--- src/rtl/aud_dsp_pkg.sv ---
// Shared types and constants for the second-generation playback DSP.
package aud_dsp_pkg;

    typedef enum logic [1:0] {
        NORMAL    = 2'd0,
        FAST      = 2'd1,
        SLOW_HOLD = 2'd2,
        SLOW_LIN  = 2'd3
    } mode_e;

    typedef enum logic [2:0] {
        S_IDLE,
        S_PLAY,
        S_READ,
        S_LATCH,
        S_CALC,
        S_OUT,
        S_PAUSE
    } state_e;

    // Playback controls captured when playback starts from idle
    typedef struct packed {
        mode_e mode;
        logic  rev;
        logic  loop;
    } ctrl_t;

    // Divider latency: one restoring step per dividend bit plus a sign-fix cycle
    function automatic int div_cyc(input int data_w, input int speed_w);
        return data_w + speed_w + 2;
    endfunction

endpackage

--- src/rtl/aud_seq_div.sv ---
// Sequential restoring divider: signed dividend, positive divisor, quotient
// truncated toward zero. done is high exactly NUM_W+1 cycles after start.
module aud_seq_div #(
    parameter int NUM_W = 20,
    parameter int DEN_W = 4
) (
    input  logic                    i_clk,
    input  logic                    i_rst,
    input  logic                    i_flush,
    input  logic                    i_start,
    input  logic signed [NUM_W-1:0] i_num,
    input  logic [DEN_W-1:0]        i_den,
    output logic                    o_done,
    output logic signed [NUM_W-1:0] o_quot
);
    localparam int CNT_W = $clog2(NUM_W + 1);

    logic [NUM_W-1:0] quo;
    logic [DEN_W-1:0] rem;
    logic [DEN_W-1:0] den;
    logic             neg;
    logic             run;
    logic [CNT_W-1:0] cnt;
    logic [DEN_W:0]   trial;

    assign trial  = {rem, quo[NUM_W-1]};
    assign o_done = run && (cnt == CNT_W'(NUM_W));
    assign o_quot = neg ? -$signed(quo) : $signed(quo);

    // Magnitude long division, one quotient bit per cycle
    always_ff @(posedge i_clk or posedge i_rst) begin
        if (i_rst) begin
            quo <= '0;
            rem <= '0;
            den <= '0;
            neg <= 1'b0;
            run <= 1'b0;
            cnt <= '0;
        end else if (i_flush) begin
            run <= 1'b0;
        end else if (i_start) begin
            quo <= i_num[NUM_W-1] ? -i_num : i_num;
            rem <= '0;
            den <= i_den;
            neg <= i_num[NUM_W-1];
            run <= 1'b1;
            cnt <= '0;
        end else if (run) begin
            if (cnt == CNT_W'(NUM_W)) begin
                run <= 1'b0;
            end else begin
                cnt <= cnt + CNT_W'(1);
                if (trial >= {1'b0, den}) begin
                    rem <= DEN_W'(trial - {1'b0, den});
                    quo <= {quo[NUM_W-2:0], 1'b1};
                end else begin
                    rem <= trial[DEN_W-1:0];
                    quo <= {quo[NUM_W-2:0], 1'b0};
                end
            end
        end
    end

endmodule

--- src/rtl/aud_dsp_gen2.sv ---
// Playback DSP: fetches SRAM samples on DAC LR-clock falling edges and emits
// normal / fast / slow-hold / slow-linear output, forward or reverse, with loop.
module aud_dsp_gen2
    import aud_dsp_pkg::*;
#(
    parameter int DATA_W  = 16,
    parameter int ADDR_W  = 20,
    parameter int SPEED_W = 3
) (
    input  logic                     i_clk,
    input  logic                     i_rst,
    input  logic                     i_start,
    input  logic                     i_pause,
    input  logic                     i_stop,
    input  logic [1:0]               i_mode,
    input  logic [SPEED_W-1:0]       i_speed,
    input  logic                     i_reverse,
    input  logic                     i_loop,
    input  logic [ADDR_W-1:0]        i_end_addr,
    input  logic                     i_daclrck,
    input  logic signed [DATA_W-1:0] i_sram_data,
    output logic [ADDR_W-1:0]        o_sram_addr,
    output logic signed [DATA_W-1:0] o_dac_data,
    output logic                     o_audplayer_en,
    output logic                     o_done,
    output logic                     o_busy
);
    localparam int PROD_W = div_cyc(DATA_W, SPEED_W) - 1;

    state_e                     st, nst;
    ctrl_t                      ctl;
    logic [SPEED_W-1:0]         speed_q, k;
    logic [ADDR_W-1:0]          pos, step, pos_nx;
    logic [ADDR_W:0]            fwd_sum;
    logic signed [DATA_W-1:0]   prev, cur, fetched, outv;
    logic signed [DATA_W-1:0]   lin_cur, lin_prev, base;
    logic signed [DATA_W:0]     diff;
    logic signed [PROD_W-1:0]   num, quot, sum;
    logic [SPEED_W:0]           n_fac;
    logic lr_q, ev, abort, out_fire, div_start, div_done;
    logic fresh, k_wrap, adv, over, fin, sum_unused;

    assign ev      = lr_q & ~i_daclrck;
    assign n_fac   = {1'b0, speed_q} + (SPEED_W+1)'(1);
    assign fresh   = (k == '0);
    assign k_wrap  = (k == speed_q);
    assign adv     = (ctl.mode == NORMAL) || (ctl.mode == FAST) || k_wrap;
    assign step    = (ctl.mode == FAST) ? ADDR_W'(n_fac) : ADDR_W'(1);
    assign fwd_sum = {1'b0, pos} + {1'b0, step};
    assign over    = ctl.rev ? (pos < step) : (fwd_sum > {1'b0, i_end_addr});
    assign pos_nx  = over ? (ctl.rev ? i_end_addr : '0)
                          : (ctl.rev ? pos - step : fwd_sum[ADDR_W-1:0]);
    assign fin     = adv && over && !ctl.loop;
    assign abort   = i_stop || (i_pause && st != S_IDLE);

    // Interpolation operands use the values that will be committed at OUT
    assign lin_cur  = fresh ? i_sram_data : cur;
    assign lin_prev = fresh ? cur : prev;
    assign diff     = {lin_cur[DATA_W-1], lin_cur} - {lin_prev[DATA_W-1], lin_prev};
    assign num      = {{SPEED_W{diff[DATA_W]}}, diff} * {{(DATA_W+1){1'b0}}, k};
    assign base     = fresh ? cur : prev;
    assign sum      = {{(PROD_W-DATA_W){base[DATA_W-1]}}, base} + quot;
    // |quot| < |diff|, so the result always sits between prev and cur
    assign sum_unused  = ^sum[PROD_W-1:DATA_W];
    assign o_sram_addr = pos;

    aud_seq_div #(.NUM_W(PROD_W), .DEN_W(SPEED_W+1)) u_div (
        .i_clk   (i_clk),
        .i_rst   (i_rst),
        .i_flush (abort),
        .i_start (div_start),
        .i_num   (num),
        .i_den   (n_fac),
        .o_done  (div_done),
        .o_quot  (quot)
    );

    // State register
    always_ff @(posedge i_clk or posedge i_rst) begin
        if (i_rst) st <= S_IDLE;
        else       st <= nst;
    end

    // Next state: stop beats pause beats start
    always_comb begin
        nst = st;
        if (i_stop) begin
            nst = S_IDLE;
        end else if (i_pause) begin
            nst = (st == S_IDLE) ? S_IDLE : S_PAUSE;
        end else begin
            case (st)
                S_IDLE:  if (i_start) nst = S_PLAY;
                S_PAUSE: if (i_start) nst = S_PLAY;
                S_PLAY:  if (ev) nst = S_READ;
                S_READ:  nst = S_LATCH;
                S_LATCH: nst = (ctl.mode == SLOW_LIN) ? S_CALC : S_OUT;
                S_CALC:  if (div_done) nst = S_OUT;
                S_OUT:   nst = fin ? S_IDLE : S_PLAY;
                default: nst = S_IDLE;
            endcase
        end
    end

    // FSM-decoded strobes
    always_comb begin
        o_busy    = (st != S_IDLE);
        out_fire  = (st == S_OUT) && !abort;
        div_start = (st == S_LATCH) && (ctl.mode == SLOW_LIN) && !abort;
    end

    // LR clock history for falling-edge detection
    always_ff @(posedge i_clk or posedge i_rst) begin
        if (i_rst) lr_q <= 1'b0;
        else       lr_q <= i_daclrck;
    end

    // Playback position, phase and sample history; committed only at OUT so
    // a pause discards the in-flight sample cleanly
    always_ff @(posedge i_clk or posedge i_rst) begin
        if (i_rst) begin
            ctl     <= '0;
            speed_q <= '0;
            pos     <= '0;
            k       <= '0;
            prev    <= '0;
            cur     <= '0;
            fetched <= '0;
            outv    <= '0;
        end else if (i_stop) begin
            pos  <= ctl.rev ? i_end_addr : '0;
            k    <= '0;
            prev <= '0;
            cur  <= '0;
        end else if (st == S_IDLE && nst == S_PLAY) begin
            ctl     <= '{mode: mode_e'(i_mode), rev: i_reverse, loop: i_loop};
            speed_q <= i_speed;
            pos     <= i_reverse ? i_end_addr : '0;
            k       <= '0;
            prev    <= '0;
            cur     <= '0;
        end else if (st == S_LATCH) begin
            fetched <= i_sram_data;
            outv    <= (ctl.mode == SLOW_HOLD && !fresh) ? cur : i_sram_data;
        end else if (st == S_CALC && div_done) begin
            outv <= sum[DATA_W-1:0];
        end else if (out_fire) begin
            if (ctl.mode == SLOW_HOLD || ctl.mode == SLOW_LIN) begin
                k <= k_wrap ? '0 : k + SPEED_W'(1);
                if (fresh) cur <= fetched;
                if (fresh && ctl.mode == SLOW_LIN) prev <= cur;
            end
            if (adv && !fin) pos <= pos_nx;
        end
    end

    // Output sample and strobes; output is silent outside active playback
    always_ff @(posedge i_clk or posedge i_rst) begin
        if (i_rst) begin
            o_dac_data     <= '0;
            o_audplayer_en <= 1'b0;
            o_done         <= 1'b0;
        end else begin
            o_audplayer_en <= out_fire;
            o_done         <= out_fire && fin;
            if (out_fire)                           o_dac_data <= outv;
            else if (nst == S_IDLE || nst == S_PAUSE) o_dac_data <= '0;
        end
    end

endmodule

--- config.mk ---
export PLATFORM = sky130hd
export DESIGN_NAME = aud_dsp_gen2
export DESIGN_NICKNAME = d
export VERILOG_FILES = /design/src/rtl/aud_dsp_pkg.sv /design/src/rtl/aud_seq_div.sv /design/src/rtl/aud_dsp_gen2.sv
export SDC_FILE = /design/constraint.sdc
export NUM_CORES = 1
export LEC_CHECK = 0
export ABC_CLOCK_PERIOD_IN_PS = 14500
export CAP_MARGIN = 20
export CORE_ASPECT_RATIO = 2
export CORE_MARGIN = 2
export CORE_UTILIZATION = 48
export CTS_CLUSTER_DIAMETER = 60
export DETAILED_ROUTE_END_ITERATION = 7
export PLACE_DENSITY = 0.79
export SLEW_MARGIN = 25
export SYNTH_ARGS = -nofsm -noshare
export SYNTH_HDL_FRONTEND = slang
export SYNTH_HIERARCHICAL = 1
export SYNTH_SLANG_ARGS = --single-unit
export TNS_END_PERCENT = 20
--- constraint.sdc ---
create_clock -name i_clk -period 14.5 [get_ports i_clk]
set_input_delay 2.175 -clock i_clk [delete_from_list [all_inputs] [get_ports i_clk]]
set_output_delay 2.175 -clock i_clk [all_outputs]
set_load 0.01 [all_outputs]
== Yosys cells after proc, flatten, opt, wreduce, memory -nomap -nowiden ==
Cells that the tools add are included.
Widths: inputs -> output; s select.
Storage, ports and cells
  register bits after elaboration: 151
  bits of input ports: 49
  output and inout port bits: 39
  word-level logic and storage cells: 167
Cells by class
  $add $sub $neg: 10
  $mul: 1
  $lt $le $gt $ge: 3
  equal/unequal tests: 16
  mux-type cells: 66
  bitwise gates (word level): 5
  reduce and logical (&&, ||, !) cells: 45
Operators by type and width (number)
  $mux 16: 22
  $mux 20: 14
  $mux 3: 13
  $add 20x4->21: 1
  $gt 21x20->1: 1
  $lt 20x4->1: 1
  $mul 20x3->20: 1
  $mux 4: 5
  $neg 20->20: 1
  $sub 20x4->20: 1
  $pmux 3 s6: 1
  $reduce_bool 3->1: 6
  $sub 16x16->17: 1
  $add 16x16->16: 1
  $neg 16->16: 1
  $mux 5: 3
  $logic_and 1x1->1: 13
  $eq 3x3->1 const B: 4
  $reduce_and 5->1: 2
  $logic_not 3->1: 3
  $reduce_and 3->1: 3
  $mux 1: 8
  $reduce_and 4->1: 2
  $eq 3x1->1 const B: 2
  21 further kinds: 36

== Longest topological paths before layout ==
  depth after elaboration: 15
  gate-level depth with buffers: 33
  depth with buffers taken out: 29

== Hierarchy ==
Netlist, hierarchy kept.
Modules (own cells, without submodules)
  aud_dsp_gen2: times used 1, cells each 1114, area each 9978.3 µm², sequential area each 2902.8 µm²
  aud_seq_div: times used 1, cells each 294, area each 2558.7 µm², sequential area each 875.8 µm²

== Worst setup path after synthesis ==
Ideal clock, no wire load.
  path type: input to register
  from: in i_sram_data[1]
  to: reg u_div.quo[13]
  library setup time: 0.124 ns
  arrival time: 7.230 ns
  data required time: 14.376 ns
  setup slack: 7.146 ns
  stages: 23
  buffers on the path: 0
  cells stage by stage: mux2_2 -> fa_1 -> a211oi_1 -> o21bai_1 -> a31oi_1 -> inv_1 -> a21oi_1 -> xnor2_1 -> nand2_1 -> fa_1 -> inv_1 -> ha_1 -> or3_1 -> o221a_2 -> o31ai_1 -> nand2b_1 -> a21oi_1 -> xnor2_1 -> or4_1 -> o41ai_1 -> xor2_1 -> a21oi_1 -> a211o_1
On the way
  longest elaborated chain between the ends: 6
Ends and longest elaborated chain
  start: declaration: line aud_dsp_gen2.sv:21  | input logic signed [DATA_W-1:0] i_sram_data,
  $mux 16: line aud_dsp_gen2.sv:57  | assign lin_cur = fresh ? i_sram_data : cur;
  $sub 16x16->17: line aud_dsp_gen2.sv:59  | assign diff = {lin_cur[DATA_W-1], lin_cur} - {lin_prev[DATA_W-1], lin_prev};
  $mul 20x3->20: line aud_dsp_gen2.sv:60  | assign num = {{SPEED_W{diff[DATA_W]}}, diff} * {{(DATA_W+1){1'b0}}, k};
  via num[11]: line aud_dsp_gen2.sv:38  | logic signed [PROD_W-1:0] num, quot, sum;
  $neg 20->20: line aud_seq_div.sv:42  | quo <= i_num[NUM_W-1] ? -i_num : i_num;
  $mux 20: line aud_seq_div.sv:42
  $mux 20: line aud_seq_div.sv:41  | end else if (i_start) begin
  end signal: assignment: line aud_seq_div.sv:42
  end signal: assignment: line aud_seq_div.sv:55  | quo <= {quo[NUM_W-2:0], 1'b1};
  end signal: assignment: line aud_seq_div.sv:58  | quo <= {quo[NUM_W-2:0], 1'b0};
  end: declaration: line aud_seq_div.sv:18  | logic [NUM_W-1:0] quo;
The timed path passes the listed nets, and every way through them passes these cells.
A chain may end at the register's enable or synchronous reset.

== Worst setup path after layout ==
  from: in i_sram_data[0]
  to: reg u_div.quo[13]
On the way
  elaborated cells between the ends (all ways): 6
  classes of those cells: 2 x add/sub; 1 x mul; 3 x mux
RTL lines (line)
  $mux 16: aud_dsp_gen2.sv:57
  $sub 16x16->17: aud_dsp_gen2.sv:59
  $mul 20x3->20: aud_dsp_gen2.sv:60
  via num[19]: aud_dsp_gen2.sv:38
  $mux 20: aud_seq_div.sv:42
  $mux 20: aud_seq_div.sv:41
The timed path passes the listed nets, and every way through them passes these cells.

==> flow_metrics.env <==
export IMPL_outcome="complete, no violations"
export IMPL_syn_avg_cell_area_um2=8.90
export IMPL_hpwl_um=27500
export IMPL_grt_overflow=0
export IMPL_post_cts_buffers=0
export IMPL_worstPathMaxFanout=22
export IMPL_hold_buffers=0
export IMPL_h_tree_depth=4
export IMPL_hold_path_class="flop to flop"
export IMPL_rrSetupSlack_ns=6.50
export IMPL_use_met1=0.260
export IMPL_num_fill_cells=2342
export IMPL_globalplace_congestion=1.00
export IMPL_ir_drop_mv=0.0677
export IMPL_route_detailed_drc=0
export IMPL_start_util=0.487
export IMPL_diodes=0
export IMPL_totalWireLength_um=35800
export IMPL_grt_pass1_vias=11400
export IMPL_power_static_leakage_nw=6.71
export IMPL_period_needed_ns=8.17
export IMPL_r2r_start="k[1]"
export IMPL_port_buffers=87
export IMPL_clk_path_buf_depth=2
export IMPL_syn2layout_area_growth_pct=12.9
export IMPL_drive_gt1_frac=0.0822
export IMPL_rsz0062_at_grt="false"
export IMPL_final_util=0.550
export IMPL_avgViaCountPerCell=6.11
export IMPL_grt_use_total=0.266
export IMPL_cts_made_buffers=17
export IMPL_slew_headroom=0.293
export IMPL_die_area_um2=27300
export IMPL_tightest_slew_ns=1.06
export IMPL_design_area_um2=14000
export IMPL_cts_tree="done"
export IMPL_dpl_cell_area_um2=13500
export IMPL_firstDrtPassIters=7
export IMPL_io_pins=88
export IMPL_clk_pin_slew_ns=0.07
export IMPL_drv_cap=0
export IMPL_wl_per_cell_um=19.9
export IMPL_antenna_left=0
export IMPL_worstSetupEndpointType="flop"
export IMPL_drv_slew=0
export IMPL_arrival_ns=8.49
export IMPL_post_cts_resized=0
export IMPL_fin_crit_sh=0.564
export IMPL_fp_dieW_um=118
export IMPL_powerDensity_nw_per_um2=103
export IMPL_syn_area_um2=12400
export IMPL_yosysWarningCount=6
export IMPL_max_freq_ghz=0.122
export IMPL_use_met2=0.506
export IMPL_start_kind="input pin"
export IMPL_syn_inst=1398
export IMPL_first_iter_violations=807
export IMPL_coreArea_um2=25500
export IMPL_cp_data_required_time_ns=14.82
export IMPL_hold_start="outv[0]"
export IMPL_grt_pass1_wl_um=57800
export IMPL_antenna_found_initial=0
export IMPL_met3_usage=0.0390
export IMPL_grt_max_degree=68
export IMPL_busiest_layer="met2"
export IMPL_fin_nets=1607
export IMPL_finClkSkew_ns=0.00909
export IMPL_die_h_um=232
export IMPL_clock_root_buffer="clkbuf_16"
export IMPL_clock_latency_ns=0.44
export IMPL_worst_r2r_path_depth=30
export IMPL_tns_ns=0
export IMPL_finalSetupViolations=0
export IMPL_clock_sinks=151
export IMPL_num_rows=83
export IMPL_worstHoldPathCells=2
export IMPL_crit_start="i_sram_data[0]"
export IMPL_syn_nets=1558
export IMPL_hold_viol=0
export IMPL_criticalPathCategory="input pin to flop"
export IMPL_num_vias=11000
export IMPL_holdWs_ns=0.489
==> layout by cell type, fill, tap and decap left out, types with 10 or more instances in the layout <==
master and instances:
nand2b_1 11, dfrtp_1 151, or3_1 17, nor2b_1 17, nor2_1 72, and2_1 11, xnor2_1 58, a21oi_1 79
inv_1 117, o31ai_1 25, nand2_1 144, a21o_1 21, mux2i_1 41, o21ai_0 64, fa_1 23, o21a_1 14
a22o_1 64, buf_4 14, ha_1 88, and3_1 14, nor3_1 29, a211oi_1 10, nand3_1 23, a22oi_1 10
clkbuf_16 17, mux2_2 41, xor2_1 38, clkdlybuf4s50_1 87
==> registers in the layout, summed over array words and instances (netlist names) <==
signal / count
u_div/neg: 1
o_sram_addr: 20
outv: 16
u_div/run: 1
u_div/quo: 20
fetched: 16
cur: 16
k: 3
lr_q: 1
u_div/cnt: 5
o_dac_data: 16
u_div/rem: 4
u_div/den: 4
o_done: 1
st: 3
speed_q: 3
prev: 16
ctl: 4
o_audplayer_en: 1
==> per-stage QoR <==
| stage | power, mW | std cells | setup slack [ns] |
|---|---|---|---|
| after floorplan | 0.866 | 1398 | 7.15 |
| after global placement | 0.997 | 1768 | 6.16 |
| after detailed placement | 1.01 | 1768 | 5.94 |
| after CTS | 1.44 | 1800 | 6.39 |
| after global routing | 1.52 | 1800 | 5.88 |
| final | 1.44 | 1800 | 6.33 |
==> worst max-delay path: stages <==
cell             delay (ns)
clkdlybuf4s50_1        0.46
mux2i_1                0.17
ha_1                   0.19
inv_1                  0.05
fa_1                   0.42
a211oi_1               0.24
o21bai_1               0.16
a31oi_1                0.28
inv_1                  0.09
a21oi_1                0.19
xnor2_1                0.19
nand2_1                0.11
fa_1                   0.52
inv_1                  0.04
ha_1                   0.23
or3_1                  0.39
o31ai_1                0.51
a211oi_1               0.21
o31a_1                 0.38
a21o_1                 0.20
a21oi_1                0.19
xnor2_1                0.15
buf_4                  0.27
o41ai_1                0.13
xor2_1                 0.20
a21oi_1                0.09
a211o_1                0.28
==> area by class of cell <==
cell class	count	area [um^2]	share of cell area
Clock inverter	14	129	0.00917
Tap cell	340	425	0.0303
Clock buffer	18	429	0.0305
Sequential cell	151	3780	0.269
Inverter	118	445	0.0317
Timing Repair Buffer	101	976	0.0695
Multi-Input combinational cell	1058	7870	0.560
==> final timing paths <==
kind | end
max in group asynchronous | st[2]
min | outv[0]
max reg2reg | u_div/quo[13]
min reg2reg | outv[0]
max | u_div/quo[13]
min in group asynchronous | speed_q[0]
==> power by group <==
| part | total (mW) | switching (mW) | internal (mW) | leakage (nW) |
|---|---|---|---|---|
| Sequential | 0.549 | 0.0783 | 0.471 | 1.99 |
| Combinational | 0.463 | 0.254 | 0.210 | 4.45 |
| Clock | 0.431 | 0.194 | 0.237 | 0.272 |
| Total | 1.44 | 0.526 | 0.918 | 6.71 |
==> layer usage <==
metal,up-vias,wire length (um)
met1,5394,12400
met4,0,2630
li1,5083,-
met3,140,1250
met2,381,19600
met5,-,0
No activity file was read; power rests on OpenSTA's default activity.
